`src/rtl/cylon_pkg.sv`:
```
// Shared types and helpers for the Cylon/Larson LED scanner.
package cylon_pkg;

  localparam int GRB_W = 24;

  typedef enum logic [1:0] {
    IDLE  = 2'd0,
    SWEEP = 2'd1,
    FADE  = 2'd2
  } state_t;

  // Dims each colour byte independently; shifts of 8 or more give black.
  function automatic logic [GRB_W-1:0] dim_grb(input logic [GRB_W-1:0] color, input int shift);
    logic [GRB_W-1:0] res;
    res = '0;
    if (shift < 8) begin
      for (int b = 0; b < 3; b++) begin
        res[b*8 +: 8] = color[b*8 +: 8] >> shift;
      end
    end
    return res;
  endfunction

endpackage

```
`src/rtl/cylon_tick_div.sv`:
```
// Animation step divider: counts while enabled and pulses once every TICK_DIV clocks.
module cylon_tick_div #(
  parameter int TICK_DIV = 33554433
) (
  input  logic clk,
  input  logic reset,
  input  logic enable,
  output logic tick
);

  localparam int            CW   = (TICK_DIV > 1) ? $clog2(TICK_DIV) : 1;
  localparam logic [CW-1:0] LAST = CW'(TICK_DIV - 1);

  logic [CW-1:0] cnt;

  // NOTE: sequential state is written with <= so every flop samples pre-edge values.
  always_ff @(posedge clk) begin
    if (reset || !enable) begin
      cnt <= '0;
    end else if (cnt == LAST) begin
      cnt <= '0;
    end else begin
      cnt <= cnt + CW'(1);
    end
  end

  assign tick = (cnt == LAST);

endmodule

```
`src/rtl/cylon_scanner.sv`:
```
// Cylon/Larson scanner: a coloured head sweeps the strip leaving a decaying tail,
// with bounce/wrap modes, a pass count, a fade-out and a Busy/Done handshake.
module cylon_scanner
  import cylon_pkg::*;
#(
  parameter int NUM_LEDS    = 5,
  parameter int TICK_DIV    = 33554433,
  parameter int TAIL_LEN    = 3,
  parameter int DECAY_SHIFT = 2
) (
  input  logic                      clk,
  input  logic                      reset,
  input  logic                      Go,
  input  logic                      Mode,
  input  logic [GRB_W-1:0]          Color,
  input  logic [3:0]                Passes,
  output logic [GRB_W*NUM_LEDS-1:0] GRBSeq,
  output logic                      Cycle,
  output logic                      Busy,
  output logic                      Done
);

  localparam int            PW       = (NUM_LEDS > 1) ? $clog2(NUM_LEDS) : 1;
  localparam int            FW       = GRB_W * NUM_LEDS;
  localparam logic [PW-1:0] LAST_POS = PW'(NUM_LEDS - 1);

  state_t                       state, state_nxt;
  logic [PW-1:0]                head, head_nxt;
  logic                         dir_up, dir_up_nxt;
  logic [3:0]                   pass_cnt, pass_cnt_nxt;
  logic                         mode_q, mode_nxt;
  logic [GRB_W-1:0]             color_q, color_nxt;
  logic [3:0]                   passes_q, passes_nxt;
  logic [TAIL_LEN-1:0]          hist_valid, hist_valid_nxt;
  logic [TAIL_LEN-1:0][PW-1:0]  hist_pos, hist_pos_nxt;
  logic                         done_nxt;
  logic                         at_end, finish_pass, shift_en, shift_valid;
  logic [FW-1:0]                frame_nxt;

  cylon_tick_div #(.TICK_DIV(TICK_DIV)) u_tick_div (
    .clk    (clk),
    .reset  (reset),
    .enable (Busy),
    .tick   (Cycle)
  );

  assign Busy = (state != IDLE);

  // NOTE: every variable gets a default before the case so no latch is inferred.
  always_comb begin
    state_nxt      = state;
    head_nxt       = head;
    dir_up_nxt     = dir_up;
    pass_cnt_nxt   = pass_cnt;
    mode_nxt       = mode_q;
    color_nxt      = color_q;
    passes_nxt     = passes_q;
    hist_valid_nxt = hist_valid;
    hist_pos_nxt   = hist_pos;
    done_nxt       = 1'b0;
    shift_en       = 1'b0;
    shift_valid    = 1'b0;
    at_end         = dir_up ? (head == LAST_POS) : (head == '0);
    finish_pass    = (passes_q != 4'd0) ? (pass_cnt + 4'd1 == passes_q) : !Go;

    case (state)
      IDLE: begin
        if (Go) begin
          mode_nxt       = Mode;
          color_nxt      = Color;
          passes_nxt     = Passes;
          head_nxt       = '0;
          dir_up_nxt     = 1'b1;
          pass_cnt_nxt   = '0;
          hist_valid_nxt = '0;
          hist_valid_nxt[0] = 1'b1;
          hist_pos_nxt   = '0;
          state_nxt      = SWEEP;
        end
      end
      SWEEP: begin
        if (Cycle) begin
          shift_en    = 1'b1;
          shift_valid = 1'b1;
          if (!at_end) begin
            head_nxt = dir_up ? head + PW'(1) : head - PW'(1);
          end else begin
            pass_cnt_nxt = (pass_cnt == 4'hF) ? pass_cnt : pass_cnt + 4'd1;
            if (finish_pass) begin
              // The final endpoint keeps the frame; the fade starts on the next step.
              state_nxt = FADE;
              shift_en  = 1'b0;
            end else if (mode_q) begin
              head_nxt = '0;
            end else begin
              dir_up_nxt = !dir_up;
              if (NUM_LEDS > 1) begin
                head_nxt = dir_up ? head - PW'(1) : head + PW'(1);
              end
            end
          end
        end
      end
      FADE: begin
        if (Cycle) begin
          shift_en = 1'b1;
        end
      end
      default: state_nxt = IDLE;
    endcase

    if (shift_en) begin
      for (int k = TAIL_LEN - 1; k > 0; k--) begin
        hist_valid_nxt[k] = hist_valid[k-1];
        hist_pos_nxt[k]   = hist_pos[k-1];
      end
      hist_valid_nxt[0] = shift_valid;
      hist_pos_nxt[0]   = head_nxt;
    end

    if (state == FADE && Cycle && hist_valid_nxt == '0) begin
      state_nxt = IDLE;
      done_nxt  = 1'b1;
    end
  end

  // Scanning from the oldest entry down lets the freshest match win.
  always_comb begin
    frame_nxt = '0;
    for (int i = 0; i < NUM_LEDS; i++) begin
      for (int k = TAIL_LEN - 1; k >= 0; k--) begin
        if (hist_valid[k] && hist_pos[k] == PW'(i)) begin
          frame_nxt[FW-1-GRB_W*i -: GRB_W] = dim_grb(color_q, k * DECAY_SHIFT);
        end
      end
    end
  end

  always_ff @(posedge clk) begin
    if (reset) begin
      // NOTE: the history is only TAIL_LEN entries, so it is reset like any other register.
      state      <= IDLE;
      head       <= '0;
      dir_up     <= 1'b1;
      pass_cnt   <= '0;
      mode_q     <= 1'b0;
      color_q    <= '0;
      passes_q   <= '0;
      hist_valid <= '0;
      hist_pos   <= '0;
      GRBSeq     <= '0;
      Done       <= 1'b0;
    end else begin
      state      <= state_nxt;
      head       <= head_nxt;
      dir_up     <= dir_up_nxt;
      pass_cnt   <= pass_cnt_nxt;
      mode_q     <= mode_nxt;
      color_q    <= color_nxt;
      passes_q   <= passes_nxt;
      hist_valid <= hist_valid_nxt;
      hist_pos   <= hist_pos_nxt;
      GRBSeq     <= frame_nxt;
      Done       <= done_nxt;
    end
  end

endmodule

```
`config.mk`:
```
export PLATFORM = sky130hd
export DESIGN_NAME = cylon_scanner
export DESIGN_NICKNAME = d
export VERILOG_FILES = /design/src/rtl/cylon_pkg.sv /design/src/rtl/cylon_tick_div.sv /design/src/rtl/cylon_scanner.sv
export SDC_FILE = /design/constraint.sdc
export NUM_CORES = 1
export LEC_CHECK = 0
export CORE_MARGIN = 2
export CORE_UTILIZATION = 54
export CTS_BUF_LIST = sky130_fd_sc_hd__clkbuf_4
export CTS_CLUSTER_DIAMETER = 80
export DETAILED_ROUTE_END_ITERATION = 8
export HOLD_SLACK_MARGIN = 0.03
export PLACE_DENSITY = 0.95
export RECOVER_POWER = 50
export SLEW_MARGIN = 5
export SYNTH_ARGS = -nofsm -noshare
export SYNTH_HDL_FRONTEND = slang
export SYNTH_SLANG_ARGS = --single-unit
```
`constraint.sdc`:
```
create_clock -name clk -period 3.05 [get_ports clk]
set_clock_uncertainty 0.1 [all_clocks]
set_input_delay 0.61 -clock clk [delete_from_list [all_inputs] [get_ports clk]]
set_output_delay 0.61 -clock clk [all_outputs]
set_load 0.1 [all_outputs]
```
-- After elaboration in Yosys (flattened, before gate mapping)
Cells that the tools add are included.
- output and inout port bits: 123
- logic and storage cells: 137
- input port bits: 32
- flip-flop bits (word level): 198
- bitwise operators: 1
- reductions and logical operators: 39
- mux-type cells: 54
- equality and inequality tests: 25
- add/sub/neg operators: 4
- operators with widths (operator ; count):
    $mux 24 ; 10
    $mux 20 ; 5
    $mux 3 ; 10
    $mux 9 ; 3
    $add 26x1->26 const B ; 1
    $eq 26x26->1 const B ; 1
    $eq 3x2->1 const B ; 6
    $logic_and 1x1->1 ; 17
    $mux 4 ; 4
    $logic_not 3->1 ; 5
    $ne 2x2->1 const B ; 7
    $mux 1 ; 13
    $eq 3x3->1 const B ; 4
    $reduce_and 5->1 ; 2
    $eq 3x1->1 const B ; 3
    $mux 2 ; 4
    $pmux 4 s2 ; 1
    $reduce_bool 2->1 ; 4
    $pmux 2 s3 ; 1
    $pmux 3 s2 ; 1
    $reduce_and 6->1 ; 1
    $add 4x1->4 const B ; 1
    $eq 4x4->1 ; 1
    $eq 4x4->1 const B ; 1
    12 further kinds ; 17

-- Logic depth before layout (Yosys ltp)
- depth in word-level cells: 11
- depth in mapped cells: 11
- gate-level depth less buffers: 9

-- Modules after synthesis
From an unflattened synthesis, not the netlist that was laid out.
- cells, all modules: 906
- area total of the unflattened synthesis: 8000.2 µm²
- modules (own cells, without submodules) (module ; instances ; area an instance (µm²) ; cells an instance ; sequential area each (µm²)):
    cylon_scanner ; 1 ; 6775.2 ; 757 ; 3443.3
    cylon_tick_div ; 1 ; 1224.9 ; 149 ; 520.5

-- Worst setup path before layout
Ideal clock, no wire load.
- path type: reg-to-reg
- from: register u_tick_div.cnt[0]
- to: register hist_pos[0] in the netlist's numbering
- clock period less this slack: 2.326 ns
- path buffers: 1
- library setup time: 0.085 ns
- data required time: 2.865 ns
- stages on the path, launching flop included: 11
- arrival time: 2.142 ns
- path slack: 0.724 ns
- cells stage by stage: dfxtp_1 inv_1 ha_1 nor4b_1 nand4_1 or4_4 buf_6 clkinv_8 nand3_4 mux2_4 o31ai_2
- cells in the longest elaborated chain, start to end: 5
- elaborated cells on any way between the ends: 10
- classes of those cells: eq/ne: 1; mux: 6; reduce/logical: 3
- ends and longest elaborated chain (element ; RTL line ; source):
    from (decl) ; cylon_tick_div.sv:14 ; logic [CW-1:0] cnt;
    from (signal assigned) ; cylon_tick_div.sv:23 ; cnt <= cnt + CW'(1);
    $eq 26x26->1 * ; cylon_tick_div.sv:27 ; assign tick = (cnt == LAST);
    net Cycle ; cylon_scanner.sv:18 ; output logic Cycle,
    $mux 1 (on tied branches) ; cylon_scanner.sv:105, cylon_scanner.sv:82 ;
    $pmux 1 s2 ; cylon_scanner.sv:66 ; case (state)
    $reduce_bool 2->1 (no line) ; -- ;
    $reduce_and 2->1 (no line) ; -- ;
    to (signal assigned) ; cylon_scanner.sv:162 ; hist_pos <= hist_pos_nxt;
    to (decl) ; cylon_scanner.sv:35 ; logic [TAIL_LEN-1:0][PW-1:0] hist_pos, hist_pos_nxt;
Mark *: on every way through the listed nets, which the timed path passes. The rest lies on a longest branch.
A chain may end at the register's enable or synchronous reset.

-- Final worst setup path
- from: register u_tick_div.cnt[20]
- to: output port Cycle
- cells in the longest elaborated chain, start to end: 1
- ends and longest elaborated chain (element ; RTL line):
    $eq 26x26->1 ; cylon_tick_div.sv:27
    to (decl) ; cylon_scanner.sv:18
Every way passes these cells.

==> impl_metrics.ini <==
[drt]
routed_via_density = 6.08
initialDrtViolationCount = 1159
drc_errors = 0
ant_nets = 0
first_pass_iters = 7
route.vias.total = 7458
wl_per_cell_um = 17.8
totalWireLength_um = 21800

[pwr]
leakage_nw = 3.43
cellPowerDensity_nw_per_um2 = 495
irDropWorstVdd_uv = 312

[clock_network]
clock_sinks = 198
clk_path_buf_depth = 2
htree_levels = 4
clk_pin_slew_ns = 0.17
clk_latency_ns = 0.61
ctsHoldBuffers = 0
cts_tree = done
cts_inserted_buffers = 17
root_buffer = clkbuf_4

[sta]
timing.final.crit_period_ns = 3.01
rsz0062_at_grt = true
period_share = 0.988
worst_pin_slew_ns = 1.25
maxSlewViolCount = 0
fin_ws_ns = 0.0373
max_freq_ghz = 0.332
hold_viol = 0
setup_tns_ns = 0
setup_viol = 0
relSlewSlack = 0.169

[global_route]
grtUsageTotal = 0.274
grt_overflow = 0
grt_pass1_wl_um = 35200
first_global_vias = 6831
antenna_found_initial = 1
grt_max_degree = 68

[place]
place.gp.congestion = 0.928
hpwlAfterDp_um = 15000
portBuffers = 154
dp_slack_ns = 0.489
placed_area_sq_um = 9290
dp.cells = 1187

[finish]
n_fill_cell = 1182
drive_above_1_share = 0.137
area_growth_pct = 19.0
nets = 1069
design_area_sq_um = 9440
final_util = 0.655
stdcell_count = 1227

[synth]
synth_fp_nets = 946
synthDistinctLibCells = 53
netlist_area_sq_um = 7930
ys_warn_count = 0
synthFlopType = dfxtp_1
ys_seq_elements = 198
postSynthCellCount = 905
ys_seq_area_frac = 0.500
syn_area_per_cell_sq_um = 8.77
synthArstFlopShare = 0
synth_edf_count = 0

[floorplan]
dieArea_sq_um = 15700
core_area_sq_um = 14400
die-height_um = 125
ios = 155
start_util = 0.550
fp.dieW_um = 125
num_rows = 44

[worst_setup_path]
start_kind = flop
cp-end-kind = output pin
rr_endpoint = hist_pos[3]
ff2ff_path_depth = 8
crit_type = flop to output pin
crit_required_ns = 2.34
worstPathArrival_ns = 2.30
r2r-start = pass_cnt[0]
crit_path_max_fanout = 2
r2r_setup_slack_ns = 0.46

[run]
maxCapViolations = 0

[outcome]
status = complete, no violations

[hold_path]
min_path_cells = 2
hold_path_class = flop to flop
hp-start = hist_pos[7]
min_to = hist_pos[7]
==> synthesized netlist by cell type, types with 12 or more instances <==
cell	count	share of area
a211oi_1	15	0.014
dfxtp_1	198	0.50
nor2_1	52	0.025
a21oi_1	50	0.032
clkbuf_1	68	0.032
nor3_1	25	0.016
and2_1	34	0.027
nor4_1	12	0.0095
inv_1	16	0.0076
o21ai_0	61	0.038
a22o_1	30	0.033
xnor2_1	14	0.015
xor2_1	12	0.013
a22oi_1	60	0.057
nand2_1	133	0.063
nand3_1	23	0.015
==> what timing repair did <==
item | CTS | global route
setup endpoints to repair | 1 | 1
setup buffers | 5 | 1
pin swaps | 1 | 2
resized for setup | 7 | 4
==> report_power, final <==
group	internal, mW	switching [mW]	total, mW
combinational	0.123	0.254	0.377
clock	0.605	0.940	1.54
sequential	2.63	0.122	2.75
==> worst max-delay path by stage <==
stage	from	to	slack, ns	depth (start not counted)
after floorplan	u_tick_div.cnt[0]	hist_pos[0]	0.72	10
after global placement	Go	hist_pos[2]	0.53	7
after detailed placement	pass_cnt[0]	hist_pos[3]	0.49	8
after CTS	u_tick_div.cnt[0]	Cycle	0.006	7
after global routing	u_tick_div.cnt[1]	Cycle	-0.05	7
final	u_tick_div.cnt[20]	Cycle	0.04	4
==> cell families after synthesis <==
logic type                 share of synthesized area
AOI/OAI and AO/OA                              0.201
xor gates and xnor gates                      0.0287
and+or+nand+nor                                0.201
adders and majority gates                     0.0142
DFF                                            0.500
muxes                                        0.00442
buffers and inverters                         0.0509
==> metal layers <==
metal | global-route usage | wire, um
met3 | 0.0586 | 1930
met4 | 0.136 | 1030
met2 | 0.438 | 9960
met1 | 0.352 | 8920
met5 | 0 | 0
==> area by class of cell <==
type | count | area [sq um] | area share
clock buffer | 18 | 135 | 0.0143
sequential | 198 | 3970 | 0.421
clock inverter | 14 | 188 | 0.0199
inverter | 17 | 76.3 | 0.00808
antenna | 2 | 5.00 | 0.000530
tap | 184 | 230 | 0.0244
timing repair buffer | 185 | 1230 | 0.130
multi-input combinational | 609 | 3610 | 0.382
==> layout by cell type (no fill, tap or decap), drive strengths merged, types with 9 or more instances in the layout <==
master,instances
nand4,9
nor4,12
a22o,30
clkdlybuf4s50,30
dfxtp,198
o21ai,61
a22oi,60
inv,22
a211oi,15
buf,87
nor2,52
xor2,12
ha,9
nand3,24
and2,34
nand2,133
xnor2,14
a21oi,50
clkbuf,86
nor3,25
==> worst max-delay path, stage by stage, from the launching register on <==
cell and delay, ns:
dfxtp_4 0.38, or4_4 0.53, or4_4 0.55, clkinv_8 0.08
buf_16 0.16
==> through the flow <==
| step | hold WS [ns] | power, mW |
|---|---|---|
| global placement | 0.360 | 3.15 |
| floorplan | 0.342 | 3.01 |
| finish | 0.393 | 4.67 |
| global route | 0.408 | 4.83 |
| CTS | 0.395 | 4.67 |
| detailed placement | 0.362 | 3.16 |
==> sequential cells by signal, summed over array words and instances, names as in the netlist <==
register,flops
Done,1
GRBSeq,120
color_q,24
dir_up,1
head,3
hist_pos,9
hist_valid,3
mode_q,1
pass_cnt,4
passes_q,4
state,2
u_tick_div.cnt,26
No activity file was read; power rests on OpenSTA's default activity.
